==> config.mk <==
export PLATFORM = sky130hd
export DESIGN_NAME = pipe_ctrl
export DESIGN_NICKNAME = d
export VERILOG_FILES = /design/src/rtl/pipe_ctrl_pkg.sv /design/src/rtl/pipe_ctrl_watchdog.sv /design/src/rtl/pipe_ctrl.sv
export SDC_FILE = /design/constraint.sdc
export NUM_CORES = 1
export LEC_CHECK = 0
export ABC_AREA = 1
export CORE_UTILIZATION = 25
export DETAILED_ROUTE_END_ITERATION = 7
export MAX_ROUTING_LAYER = met4
export SLEW_MARGIN = 30
export SYNTH_ARGS = -nofsm -noshare
export SYNTH_HDL_FRONTEND = slang
export SYNTH_SLANG_ARGS = --single-unit
==> constraint.sdc <==
create_clock -name clk -period 2.2 [get_ports clk]
set_clock_uncertainty 0.05 [all_clocks]
set_input_delay 0.44 -clock clk [delete_from_list [all_inputs] [get_ports clk]]
set_output_delay 0.44 -clock clk [all_outputs]
set_load 0.1 [all_outputs]
==> src/rtl/pipe_ctrl_pkg.sv <==
// Shared bus widths, constants and FSM codes for the pipeline controller.
// Also provides the stall-request priority encoder.
package pipe_ctrl_pkg;

  localparam int StallW = 6;
  localparam int AddrW  = 32;

  typedef logic [StallW-1:0] stall_bus_t;
  typedef logic [AddrW-1:0]  inst_addr_t;

  localparam logic       Stop      = 1'b1;
  localparam logic       NoStop    = 1'b0;
  localparam logic       RstEnable = 1'b1;
  localparam inst_addr_t ZeroWord  = 32'h0000_0000;

  localparam stall_bus_t StallNone = 6'b000000;
  localparam stall_bus_t StallId   = 6'b000111;
  localparam stall_bus_t StallEx   = 6'b001111;
  localparam stall_bus_t StallMem  = 6'b011111;

  localparam logic [1:0] ST_RUN   = 2'd0;
  localparam logic [1:0] ST_PEND  = 2'd1;
  localparam logic [1:0] ST_FLUSH = 2'd2;

  // Deepest requester wins: holding a later stage
  // must also hold everything upstream of it.
  function automatic stall_bus_t stall_encode(
    input logic id,
    input logic ex,
    input logic mem
  );
    stall_bus_t s;
    if (mem)
      s = StallMem;
    else if (ex)
      s = StallEx;
    else if (id)
      s = StallId;
    else
      s = StallNone;
    return s;
  endfunction

endpackage

==> src/rtl/pipe_ctrl_watchdog.sv <==
// Stall watchdog: saturating count of consecutive stalled cycles.
// Ports: clk, rst, stall_active, clear, limit -> expired.
module stall_watchdog (
  input  logic        clk,
  input  logic        rst,
  input  logic        stall_active,
  input  logic        clear,
  input  logic [15:0] limit,
  output logic        expired
);

  logic [15:0] count;
  logic [16:0] count_inc;

  assign count_inc = {1'b0, count} + 17'd1;

  always_ff @(posedge clk) begin
    if (rst || clear || !stall_active)
      count <= '0;
    else if (count != 16'hFFFF)
      count <= count + 16'd1;
  end

  // Fires on the cycle whose edge brings the count to the limit.
  assign expired = stall_active
                 && (count_inc >= {1'b0, limit});

endmodule

==> src/rtl/pipe_ctrl.sv <==
// Pipeline controller: stall encoding, exception redirect, stall watchdog.
// Ports: clk, rst, stallreq_{id,ex,mem}, excp_{req,vec,ack}, stall, flush, new_pc, stall_timeout.
module pipe_ctrl
  import pipe_ctrl_pkg::*;
#(
  parameter int unsigned STALL_LIMIT = 255,
  parameter logic [31:0] TIMEOUT_VEC = 32'h0000_0040
) (
  input  logic       clk,
  input  logic       rst,
  input  logic       stallreq_id,
  input  logic       stallreq_ex,
  input  logic       stallreq_mem,
  input  logic       excp_req,
  input  inst_addr_t excp_vec,
  output logic       excp_ack,
  output stall_bus_t stall,
  output logic       flush,
  output inst_addr_t new_pc,
  output logic       stall_timeout
);

  localparam logic [15:0] Limit = 16'(STALL_LIMIT);

  logic [1:0] state;
  logic [1:0] state_nx;
  inst_addr_t pend;
  logic       in_run;
  logic       in_flush;
  logic       take_excp;
  logic       take_to;
  logic       wd_active;
  logic       wd_clear;
  logic       wd_expired;

  assign in_run   = (state == ST_RUN);
  assign in_flush = (state == ST_FLUSH);

  always_comb begin
    stall = StallNone;
    if (rst != RstEnable && !in_flush)
      stall = stall_encode(stallreq_id, stallreq_ex, stallreq_mem);
  end

  assign take_excp = in_run && excp_req;
  assign take_to   = in_run && !excp_req && wd_expired;

  assign wd_active = (stall != StallNone);
  assign wd_clear  = in_flush || take_excp;

  stall_watchdog u_wd (
    .clk          (clk),
    .rst          (rst),
    .stall_active (wd_active),
    .clear        (wd_clear),
    .limit        (Limit),
    .expired      (wd_expired)
  );

  always_comb begin
    state_nx = state;
    unique case (state)
      ST_RUN: begin
        if (take_excp)
          state_nx = ST_PEND;
        else if (take_to)
          state_nx = ST_FLUSH;
      end
      ST_PEND: begin
        if (!stallreq_mem)
          state_nx = ST_FLUSH;
      end
      ST_FLUSH: state_nx = ST_RUN;
      default:  state_nx = ST_RUN;
    endcase
  end

  always_ff @(posedge clk) begin
    if (rst == RstEnable) begin
      state         <= ST_RUN;
      pend          <= ZeroWord;
      excp_ack      <= 1'b0;
      stall_timeout <= 1'b0;
    end else begin
      state    <= state_nx;
      excp_ack <= take_excp;
      if (take_excp)
        pend <= excp_vec;
      else if (take_to)
        pend <= TIMEOUT_VEC;
      if (take_to)
        stall_timeout <= 1'b1;
    end
  end

  assign flush  = in_flush;
  assign new_pc = in_flush ? pend : ZeroWord;

endmodule

==> impl_summary.log <==
[metrics] Sequential Area: 1050 µm²
[metrics] most used standard cell by instance count after synthesis: nand2_1
[metrics] count of final max-slew check failures: 0
[metrics] most used flip-flop cell after synthesis: dfxtp_1
[metrics] root cell of the clock tree: clkbuf_8
[metrics] Max-Cap Viols: 0
[metrics] Critical Path, Cell by Cell: clkdlybuf4s50_1 -> nor2_2 -> nor2_4 -> a21oi_4 -> clkinvlp_4 -> buf_12
[metrics] number of nets in the finished design: 512
[metrics] Routed wire per std cell: 11.25 µm
[metrics] Finished Layout Cells: 607
[metrics] wire length of the first global-routing pass: 11.65 mm
[metrics] largest net degree at the start of global routing: 34
[metrics] synth top area cells: dfxtp_1 39%, nand2_1 15%, nand3_2 8.5%
[metrics] total design power: 2.365 mW
[metrics] clock-pin transition on the worst setup and hold timing paths: 0.09 ns
[metrics] I/O pin total: 79
[metrics] placeable core area: 10420 µm²
[metrics] classification of the worst-slack hold path: reg2reg
[metrics] die area: 11230 µm²
[metrics] slowest cell on the critical path: clkdlybuf4s50_1
[metrics] startpoint class of the critical path: primary input
[metrics] capturing element type of the critical path: output port
[metrics] area share of the largest cell type after synthesis: 38.52%
[metrics] number of distinct library cell variants in the gate-level netlist after synthesis: 30
[metrics] routed via count divided by cell count: 4.273
[metrics] Critical Path Max Stage Delay: 0.44 ns
[metrics] Commonest cells post-synth: 111 x nand2_1, 61 x nor2_1, 55 x inv_1
[metrics] RD Place Congestion: 0.8808
[metrics] number of H-tree levels: 2
[metrics] Worst EP arrival: 1.64 ns
[metrics] sequential-to-total area share from yosys stat: 38.52%
[metrics] HPWL after DPL: 5.161 mm
[metrics] number of inserted filler cells in the final layout: 1036
[metrics] insertion delay to the later sink of the worst-skew pair: 0.29 ns
[metrics] maximum clock path buffer count: 2
[metrics] total routing usage reported by global routing: 13.18%
[metrics] number of storage elements in the synthesis netlist: 52
[metrics] power per standard cell area: 530.5 nW/µm²
[metrics] Setup-failing EPs final: 0
[metrics] async set-or-reset flop fraction in the synthesized netlist: 0%
[metrics] Tcrit/Tclk final: 96.60%
[metrics] worst ir drop on vdd: 404.0 µV
[metrics] ANT cells: 0
[metrics] iteration count of the initial detailed-routing pass: 4
[metrics] share of cells above drive strength 1: 31.00%
[metrics] multi-input combinational cell area: 1618 µm²
[metrics] via count of the first global-routing pass: 2582
[metrics] cell count after placement: 597
[metrics] overall die height: 106.0 µm
[metrics] post-synthesis cell count: 389
[metrics] Crit Path Max Fanout: 3
[metrics] unrepaired setup endpoints after global routing: yes
[metrics] Pleak: 1.737 nW
[metrics] hold buffer count at CTS: 0
[metrics] number of clock sinks seen by CTS: 52
[metrics] number of vias after detailed routing: 2594
[metrics] Post-Synthesis Mean Instance Area: 6.948 µm²
[metrics] run status: finished, final reports clean
[metrics] remaining routing DRC violations: 0
[metrics] total nets after synthesis: 429
[metrics] number of buffers inserted by port buffering: 77
[metrics] Routed Antenna Nets: 0
[metrics] maximum clock frequency: 470.6 MHz
[metrics] data required time at the worst endpoint: 1.71 ns
[metrics] row count: 37
[metrics] EDFF count, synth: 0
[metrics] antenna violations before repair: 0
[metrics] DR iter-0 viols: 48
[metrics] post-synthesis cell area: 2703 µm²
[metrics] setup tns final: 0 ns
[metrics] setup slack after placement: -0.04635 ns
[metrics] wire length after detailed routing: 6.830 mm
[metrics] post-layout minimum cycle time: 2.125 ns
[metrics] Die W: 106.0 µm
[metrics] TritonCTS buffer count: 5
[metrics] Overflow after GRT: 0
[metrics] Final Worst Setup Slack: 0.07484 ns
[metrics] Synthesis Warnings: 0
[metrics] cell type with the highest aggregate area in the netlist: dfxtp_1
[metrics] initial core utilization: 25.95%
[metrics] Hold Vio Cnt, Final: 0
[metrics] critical path class: in2out
[metrics] CTS tree: built
[metrics] final hold slack: 0.4071 ns
[metrics] layout overhead on the synthesized area: 64.95%
## worst max-delay path: cells and delay by family
family                 cells  cell delay (ns)
buffers and inverters      3             0.84
AND/OR/NAND/NOR            2             0.21
AO/OA/AOI/OAI              1             0.14
## final timing paths
path	start	slack (ns)	endpoint	cells after the start
hold / removal	pend[12]$_SDFFE_PP0P_	0.41	pend[12]$_SDFFE_PP0P_	2
setup / recovery	stallreq_mem	0.07	stall[1]	6
hold reg to reg	pend[12]$_SDFFE_PP0P_	0.41	pend[12]$_SDFFE_PP0P_	2
setup reg to reg	u_wd.count[0]$_SDFFE_PP0N_	0.15	state[1]$_SDFFE_PP0P_	15
## placed cells by master (no fill, tap or decap), types with 4 or more instances in the layout
master	synthesis	layout
nand2_1	111	111
inv_1	55	51
dfxtp_1	52	49
buf_12	2	41
nor2_4	3	40
clkdlybuf4s50_1	0	36
nor2_1	61	24
nand3_2	23	23
nand3_1	19	19
buf_4	6	14
a31oi_1	7	7
nor2_2	6	6
o21ai_0	6	6
nand4_1	5	5
clkbuf_8	0	5
a21oi_1	5	4
## what timing repair did
item | in CTS | in global routing
gates resized for setup | 2 | 9
setup endpoints to repair | 9 | 63
buffers inserted | 0 | 4
pin swaps | 1 | 2
## cells by family after synthesis
kind of cell	count (synthesis)	synth area share, %
and+or+nand+nor	238	42.59
buffers and inverters	73	12.68
DFF	52	38.52
AOI/OAI and AO/OA	20	4.166
xor gates and xnor gates	3	0.9724
adders and majority gates	2	0.9258
other	1	0.1388
## state kept, by name, indices dropped and copies added, names as in the netlist
register / count
excp_ack: 1
u_wd.count: 16
state: 2
pend: 32
stall_timeout: 1
## stage by stage
| step | util, % | instance area [µm²] |
|---|---|---|
| 2_1_floorplan | - | 3025 |
| 3_5_place_dp | 41.27 | 4299 |
| 3_3_place_gp | 41.27 | 4299 |
| 4_1_cts | 42.23 | 4399 |
| 6_report | 42.80 | 4458 |
| 5_1_grt | 42.80 | 4458 |
## layer usage
layer  part of all wire (%)  vias to the layer above  wire [µm]  track usage [%]
met3                    4.6                        6        312            1.839
met1                     45                     1170       3060            16.36
met5                      0                        -          0                -
met2                     49                       68       3365            22.22
met4                    1.4                        0         93            3.968
li1                       -                     1350          -                -
## report_power, final
group          switching [mW]  internal [mW]
logic                   0.452          0.254
registers              0.0413           1.00
clock network           0.290          0.327
total                   0.783           1.58
## cell type report
cell class / count / area share, %
clock inverter: 1 / 0.6736
inverter: 56 / 4.827
timing repair buffer: 93 / 29.30
clock buffer: 5 / 1.544
tap: 136 / 3.817
sequential: 52 / 23.55
multi-input combinational: 264 / 36.29
No activity file was read; power rests on OpenSTA's default activity.
